`config.mk`:
```
export PLATFORM = sky130hd
export DESIGN_NAME = uart_tx_fifo
export DESIGN_NICKNAME = d
export VERILOG_FILES = /design/src/rtl/uart_tx_fifo.sv
export SDC_FILE = /design/constraint.sdc
export NUM_CORES = 1
export LEC_CHECK = 0
export ABC_AREA = 0
export BUFFER_PORTS_ARGS = -buffer_cell sky130_fd_sc_hd__buf_2
export CORE_MARGIN = 2
export CORE_UTILIZATION = 30
export CTS_BUF_LIST = sky130_fd_sc_hd__clkbuf_4 sky130_fd_sc_hd__clkbuf_8
export CTS_CLUSTER_DIAMETER = 30
export CTS_CLUSTER_SIZE = 14
export DETAILED_ROUTE_END_ITERATION = 8
export PLACE_DENSITY = 0.57
export SYNTH_ARGS = -nofsm -noshare
export SYNTH_HDL_FRONTEND = slang
export SYNTH_SLANG_ARGS = --single-unit
export TNS_END_PERCENT = 1
```
`constraint.sdc`:
```
create_clock -name clk -period 8.54 [get_ports clk]
set_clock_uncertainty 0.15 [all_clocks]
set_input_delay 1.708 -clock clk [delete_from_list [all_inputs] [get_ports clk]]
set_output_delay 1.708 -clock clk [all_outputs]
set_load 0.01 [all_outputs]
```
`src/rtl/uart_tx_fifo.sv`:
```
// rtl/uart_tx_fifo.sv - transmit byte FIFO feeding uart_tx via tx_start/tx_data/tx_done
module uart_tx_fifo #(
  parameter int DEPTH  = 16,
  parameter int ADDR_W = 4
) (
  input  logic              clk,
  input  logic              reset,
  input  logic              wr_en,
  input  logic [7:0]        wr_data,
  input  logic              tx_en,
  input  logic              ovf_clr,
  output logic              full,
  output logic              empty,
  output logic [ADDR_W:0]   count,
  output logic              overflow,
  output logic              busy,
  output logic              tx_start,
  output logic [7:0]        tx_data,
  input  logic              tx_done
);

  typedef enum logic {IDLE, BUSY} state_t;

  localparam logic [ADDR_W:0] DEPTH_C = (ADDR_W+1)'(DEPTH);

  state_t            state_q, state_d;
  logic [7:0]        mem_q [DEPTH];
  logic [ADDR_W-1:0] wr_ptr_q, wr_ptr_d;
  logic [ADDR_W-1:0] rd_ptr_q, rd_ptr_d;
  logic [ADDR_W:0]   count_q, count_d;
  logic              ovf_q, ovf_d;
  logic              busy_q, busy_d;
  logic              tx_start_q, tx_start_d;
  logic [7:0]        tx_data_q, tx_data_d;
  logic              wr_accept;
  logic              pop;

  assign full     = (count_q == DEPTH_C);
  assign empty    = (count_q == '0);
  assign count    = count_q;
  assign overflow = ovf_q;
  assign busy     = busy_q;
  assign tx_start = tx_start_q;
  assign tx_data  = tx_data_q;

  always_comb begin
    state_d    = state_q;
    busy_d     = busy_q;
    tx_start_d = 1'b0;
    tx_data_d  = tx_data_q;
    pop        = 1'b0;
    case (state_q)
      IDLE: begin
        if (!empty && tx_en) begin
          pop        = 1'b1;
          tx_data_d  = mem_q[rd_ptr_q];
          tx_start_d = 1'b1;
          busy_d     = 1'b1;
          state_d    = BUSY;
        end
      end
      BUSY: begin
        if (tx_done) begin
          busy_d  = 1'b0;
          state_d = IDLE;
        end
      end
    endcase
  end

  // A write while full is dropped even if a pop frees a slot on the same edge.
  always_comb begin
    wr_accept = wr_en && !full;
    wr_ptr_d  = wr_ptr_q + ADDR_W'(wr_accept);
    rd_ptr_d  = rd_ptr_q + ADDR_W'(pop);
    count_d   = count_q + (ADDR_W+1)'(wr_accept) - (ADDR_W+1)'(pop);
    ovf_d     = ovf_q;
    if (wr_en && full) begin
      ovf_d = 1'b1;
    end else if (ovf_clr) begin
      ovf_d = 1'b0;
    end
  end

  always_ff @(posedge clk) begin
    if (wr_accept) begin
      mem_q[wr_ptr_q] <= wr_data;
    end
  end

  always_ff @(posedge clk or posedge reset) begin
    if (reset) begin
      state_q    <= IDLE;
      wr_ptr_q   <= '0;
      rd_ptr_q   <= '0;
      count_q    <= '0;
      ovf_q      <= 1'b0;
      busy_q     <= 1'b0;
      tx_start_q <= 1'b0;
      tx_data_q  <= 8'h00;
    end else begin
      state_q    <= state_d;
      wr_ptr_q   <= wr_ptr_d;
      rd_ptr_q   <= rd_ptr_d;
      count_q    <= count_d;
      ovf_q      <= ovf_d;
      busy_q     <= busy_d;
      tx_start_q <= tx_start_d;
      tx_data_q  <= tx_data_d;
    end
  end

endmodule
```
==> results.md, run 1 <==
- Outcome: finished, final reports clean
- Non-Filler Instances: 625
- Max Transition Viols Final: 0
- Crit path capture: empty
- # IOs: 32
- Core Region: 20230 um2
- Initial core utilization: 0.3053
- CTS max path bufs: 2
- Post-synth net total: 330
- R2R Setup Slk: 5670 ps
- Number of nets in the layout: 367
- Die Y: 147.5 um
- FILL cells: 1866
- Die area: approximately 22000 um2
- Design Power: between 2000 and 2500 uW
- Logic gate share of total power: 0.294
- Final setup fails: 0
- Setup TNS: 0 ps
- Internal: 1545 uW
- Yosys reg bits: 153
- Area grow syn2layout: 12.84%
- Die width: 147.5 um
- Slowest-stage cell, CP: dfrtp_1
- VDD IR max: just over 0.0001 V
- PortBufs: 31
- # hold bufs at CTS: 0
- Largest net degree at the start of global routing: 35
- Post-DR vias/cell: 4.518
- Vias: approximately 2800
- Final Critical Period: about 3400 ps
- CP Capture Type: primary output
- Dominant cell type by area after synthesis: edfxtp_1
- Row cnt: 52
- Fmax: 0.2911 GHz
- Largest delay share family, worst path: flip-flops
- FF-to-FF End: count[4]$_DFF_PP0_
- Critical Path RT: 6680 ps
- CTS tree: yes
- Reg-to-Reg Start: count[2]$_DFF_PP0_
- Critical path class: reg2out
- Share of total power in sequential cells: 0.460
- TritonCTS buffer count: 17
- Global-route wire length before repair: around 18000 um
- Syn. warnings: 0
- Clock group share of total power: 0.246
- Post-DP HPWL: 7307 um
- Insertion delay to the later sink of the worst-skew pair: 440 ps
- Buffers & Inverters on Critical Path: 2
- Avg WL per Cell: 18.42 um
- Critical path arrival: between 1500 and 2000 ps
- Max_cap viols: 0
- Reg clk slew, reported paths: 80 ps
- Hold path startpoint: busy$_DFFE_PP0P_
- Worst Tran Pin Value: ~1200 ps
- CP Depth: 4
- Worst setup SP type: flip-flop
- DRT Wirelength: 11510 um
- Area contributors post-synth: edfxtp_1 62%, mux4_2 12%, dfrtp_1 10%, ha_1 2.0%, a221oi_2 1.9%
- ANT cells: 0
- Instance count of the mapped netlist: 305
- Lkg Pwr: 0.002357 uW
- Setup crit start: count[2]$_DFF_PP0_
- Iter 0 DRT Violations: 177
- Crit path largest cell delay: just over 400 ps
- Final worst-path cycle share: 0.4022
- Antenna Nets Post-Route: 0
- Pwr dens: 326.4 nW/um2
- GRT overflow: 0
- CP max FO: 3
- Synthesized area per cell: 20.26 um2
- Vias in the first global route: 3005
- Reg2Reg Depth: 14
- TritonCTS sink count: 153
- Critical path cell sequence: inv_1 -> ha_1 -> nor4b_4 -> buf_2
- Placed Cells incl. Taps: 592
- Post-synthesis sequential area ratio: 0.7234
- Relative slew slack: 0.1649
- H-tree depth: 4
- Switching part of the total power: 0.3213
- Routability cong.: roughly 0.71
- Synth top area share: 0.6221
- CTS Root Cell: clkbuf_8
- Initial antenna violation count: 0
- Pre-antenna DRT Iters: 5
- Layout cells sized above 1: 0.3465
- Worst Hold Class: reg2reg
- Yosys cell types: 34
- GRT Overall Usage: 0.1139
- Hold Fails Final Rpt: 0
- Mapped Area: 6178 um2
- Setup Fix Bufs, Post-CTS: 0
- PostCTS Resize Cnt: 0
- RSZ-0062 raised after global routing: no
- Drt drc: 0
- Sw Pwr: 731.2 uW
worst min path at each step:
stage | end | cells after the start
after floorplan | rd_ptr_q[3]$_DFF_PP0_ | 1
after global placement | busy$_DFFE_PP0P_ | 1
after detailed placement | busy$_DFFE_PP0P_ | 1
after CTS | busy$_DFFE_PP0P_ | 1
after global routing | busy$_DFFE_PP0P_ | 1
final | busy$_DFFE_PP0P_ | 1
registers in the layout, indices dropped and copies added (netlist names):
register / flops
tx_data: 8
count: 5
state_q: 1
wr_ptr_q: 4
busy: 1
overflow: 1
tx_start: 1
rd_ptr_q: 4
mem_q: 128
worst register-to-register path, stage by stage, from the launching register on:
cell	delay [ps]
dfrtp_1	410
inv_1	100
ha_1	180
nor4b_4	260
nor3b_2	80
buf_4	220
ha_1	320
inv_1	60
ha_1	150
inv_1	50
fa_1	390
inv_1	70
a21oi_1	60
o21bai_1	160
xnor2_1	140
layout make-up:
type / instances / area [um2] / share of cell area
Clock inverter: 15 / 175.2 / 0.02513
Clock buffer: 17 / 234.0 / 0.03356
Timing Repair Buffer: 34 / 177.7 / 0.02548
Sequential cell: 153 / 4472 / 0.6414
Tap cell: 270 / 337.8 / 0.04846
Inverter: 12 / 45.04 / 0.006461
Multi-Input combinational cell: 124 / 1530 / 0.2195
power by group through the flow:
stage               logic (uW)  registers (uW)  clock network (uW)
floorplan                  570            1010                   0
global placement           667            1060                   0
detailed placement         679            1070                   0
CTS                        683            1050                 577
global route               735            1060                 607
finish                     670            1050                 560
cell families after synthesis:
family / Yosys count / synth area share
buffers and inverters: 28 / 0.02977
adders and majority gates: 11 / 0.02349
DFF: 153 / 0.7234
muxes: 40 / 0.1296
and+or+nand+nor: 42 / 0.03949
AOI/OAI and AO/OA: 23 / 0.04293
xor gates and xnor gates: 8 / 0.01134
cells in the mapped netlist, drive strengths merged:
library cell	number
or2	1
xor2	4
buf	14
nor3	4
o22ai	8
nor3b	1
mux2i	8
nand2	3
mux4	32
fa	1
inv	12
xnor2	4
nand3b	2
o21bai	1
and4bb	1
a21o	3
a21oi	2
nand2b	4
ha	10
dfrtp	25
or3	1
and2	1
edfxtp	128
nor4b	1
nor2	20
o21ai	1
nand3	3
a221oi	8
clkbuf	2
cell usage in the layout (no fill, tap or decap), types with 3 or more instances in the layout:
master and n:
mux2i_1 8, nand2b_1 3, xnor2_1 4, bufinv_16 3
inv_1 11, buf_2 31, nand3_1 3, a21o_1 3
edfxtp_1 128, mux4_2 32, clkbuf_8 17, nor2_1 20
dfrtp_1 23, clkinvlp_4 6, nand2_1 3, o22ai_2 8
a221oi_2 8, ha_1 10, xor2_1 4, nor3_1 3
buf_4 3
per-layer routing:
layer / vias up / share of wire / global-route usage
li1: 1278 / - / -
met5: - / 0 / 0
met3: 2 / 0.049 / 0.03519
met4: 0 / 0.0044 / 0.03846
met2: 65 / 0.49 / 0.1767
met1: 1479 / 0.46 / 0.1530
stage by stage:
step / hold slack (ps) / util / area [um2] / setup slack, ps
finish: 334.5 / 0.3445 / 6972 / 5105
global route: 374.9 / 0.3445 / 6972 / 4994
CTS: 334.0 / 0.3442 / 6964 / 5048
detailed placement: 315.5 / 0.3240 / 6555 / 4733
global placement: 307.7 / 0.3240 / 6555 / 4776
floorplan: 321.8 / - / 6178 / 4786
Power figures use the tool's default switching activity.
==> run 2: changes to the inputs <==
clock period = 3.45 ns   (was 8.54 ns; I/O delays follow)
==> run 2 against run 1 <==
  * Critical path depth increased by 9
  * Global-route usage increased by 0.21 points
  * First-iteration DRC count decreased by 7.3%
  * Flip-flop and latch count unchanged
  * Power increased by 150%
  * Critical endpoint is now count[4]$_DFF_PP0_
  * Largest power group unchanged
==> results.md, run 2 (same netlist as run 1, synthesis figures left out) <==
- Area grow syn2layout: 13.69% (was 12.84%)
- Iter 0 DRT Violations: 164 (was 177)
- TritonCTS buffer count: 17 (unchanged)
- Die width: 147.5 um (unchanged)
- Worst Tran Pin Value: 942.6 ps (was 1243 ps)
- Die Y: 147.5 um (unchanged)
- Initial antenna violation count: 0 (unchanged)
- Worst Hold Class: in2async (was reg2reg)
- Routability cong.: 0.7216 (was 0.7050)
- Final setup fails: 0 (unchanged)
- Largest net degree at the start of global routing: 35 (unchanged)
- Avg WL per Cell: 18.35 um (was 18.42 um)
- GRT overflow: 0 (unchanged)
- GRT Overall Usage: 0.1160 (was 0.1139)
- Die area: 21760 um2 (unchanged)
- Final Critical Period: between 2000 and 3000 ps
- CP Capture Type: flip-flop (was primary output)
- FILL cells: 1890 (was 1866)
- # hold bufs at CTS: 0 (unchanged)
- DRT Wirelength: 11660 um (was 11510 um)
- Post-DP HPWL: 7710 um (was 7307 um)
- Vias: 2906 (was 2824)
- Drt drc: 0 (unchanged)
- Area post-placement: 6636 um2 (was 6555 um2)
- Outcome: finished, final reports clean (unchanged)
- Core Region: 20230 um2 (unchanged)
- Setup Fix Bufs, Post-CTS: 0 (unchanged)
- CTS max path bufs: 2 (unchanged)
- PortBufs: 31 (unchanged)
- GR Util met2: 0.1863 (was 0.1767)
- Fmax: 0.3746 GHz
- TritonCTS sink count: 153 (unchanged)
- Number of nets in the layout: 377 (was 367)
- CTS Root Cell: clkbuf_8 (unchanged)
- Critical Path RT: 3660 ps (was 6680 ps)
- Post-DR vias/cell: 4.576 (was 4.518)
- # IOs: 32 (unchanged)
- Max Transition Viols Final: 0 (unchanged)
- Pwr dens: 800.2 nW/um2 (was 326.4 nW/um2)
- Critical path class: reg2reg (was reg2out)
- Final instance area: 7024 um2 (was 6972 um2)
- Most common cell after layout, fill and taps aside: edfxtp_1 (unchanged)
- Lkg Pwr: 0.002421 uW (was 0.002357 uW)
- Setup TNS: 0 ps (unchanged)
- Final worst-path cycle share: 0.7738
- H-tree depth: 4 (unchanged)
- Vias in the first global route: 3248 (was 3005)
- Met3 usage: 0.03395 (was 0.03519)
- Design Power: 5621 uW (was 2276 uW)
- Pre-antenna DRT Iters: 4 (was 5)
- Worst setup SP type: flip-flop (unchanged)
- Max FFs per register: 128 (unchanged)
- Reg clk slew, reported paths: 80 ps (about the same)
- Initial core utilization: 0.3053 (unchanged)
- Largest reg by FF count: mem_q (unchanged)
- Hold Fails Final Rpt: 0 (unchanged)
- Insertion delay to the later sink of the worst-skew pair: 440 ps (about the same)
- Relative slew slack: 0.3709 (was 0.1649)
- ANT cells: 0 (unchanged)
- Global-route wire length before repair: 18490 um (was 17980 um)
- Layer with the highest usage: met2 (unchanged)
- Critical path arrival: 2880 ps (was 1580 ps)
- VDD IR max: 0.0002729 V (was 0.0001024 V)
- Max_cap viols: 0 (unchanged)
- Met1 Usage GRT: 0.1501 (was 0.1530)
- Commonest non-fill, non-tap cells in the layout: 128 x edfxtp_1, 32 x mux4_2, 31 x buf_2 (unchanged)
- RSZ-0062 raised after global routing: no (unchanged)
- Fin util: 0.3471 (was 0.3445)
- Row cnt: 52 (unchanged)
- CTS tree: yes (unchanged)
- Layout cells sized above 1: 0.3507 (was 0.3465)
- CP max FO: 3 (unchanged)
- PostCTS Resize Cnt: 0 (unchanged)
- Antenna Nets Post-Route: 0 (unchanged)
## run 2: path summary, 6_finish.rpt
kind                                    start               endpoint  slack [ps]  cells past startpoint
setup / recovery           count[3]$_DFF_PP0_     count[4]$_DFF_PP0_         780                     13
hold / removal                          reset   overflow$_DFFE_PP0P_         310                      2
setup reg to reg           count[3]$_DFF_PP0_     count[4]$_DFF_PP0_         780                     13
hold reg to reg              busy$_DFFE_PP0P_       busy$_DFFE_PP0P_         340                      1
max in group asynchronous               reset  rd_ptr_q[0]$_DFF_PP0_        2210                      2
min in group clk                      ovf_clr   overflow$_DFFE_PP0P_         310                      2
## run 2: area by class of cell
cell class	instances	area, um2	area share
Clock buffer	20	256.5	0.03652
Clock inverter	12	131.4	0.01870
Inverter	12	45.04	0.006413
Multi-Input combinational cell	124	1530	0.2178
Sequential cell	153	4471	0.6364
Tap cell	270	337.8	0.04809
Timing Repair Buffer	44	252.7	0.03598
## run 2: per-layer routing
metal | up-vias | routed length [um]
met5 | - | 0
met4 | 0 | 174
met3 | 14 | 505
met2 | 56 | 5614
met1 | 1533 | 5360
li1 | 1303 | -
## run 2: power by group
part           internal (uW)  total [uW]  leakage (uW)  switching [uW]
Sequential              2300        2590       0.00144             288
Combinational            833        1690      0.000779             861
Clock                    722        1340      0.000198             614
## run 2: worst max-delay path: stages, from the launching register on
cell	delay [ps]
dfrtp_1	390
inv_1	70
ha_1	190
and4bb_1	210
nand2b_4	170
ha_1	270
inv_1	60
ha_1	150
inv_1	50
fa_1	400
inv_1	80
a21oi_1	70
o21bai_1	170
xnor2_1	150
## run 2: through the flow
step | std cells | setup slack [ps] | hold WS (ps)
final | 635 | 780.5 | 305.1
after global placement | 603 | 905.5 | 307.9
after detailed placement | 603 | 784.6 | 325.3
after CTS | 635 | 752.8 | 268.4
after global routing | 635 | 630.5 | 275.2
after floorplan | 305 | 580.3 | 321.8
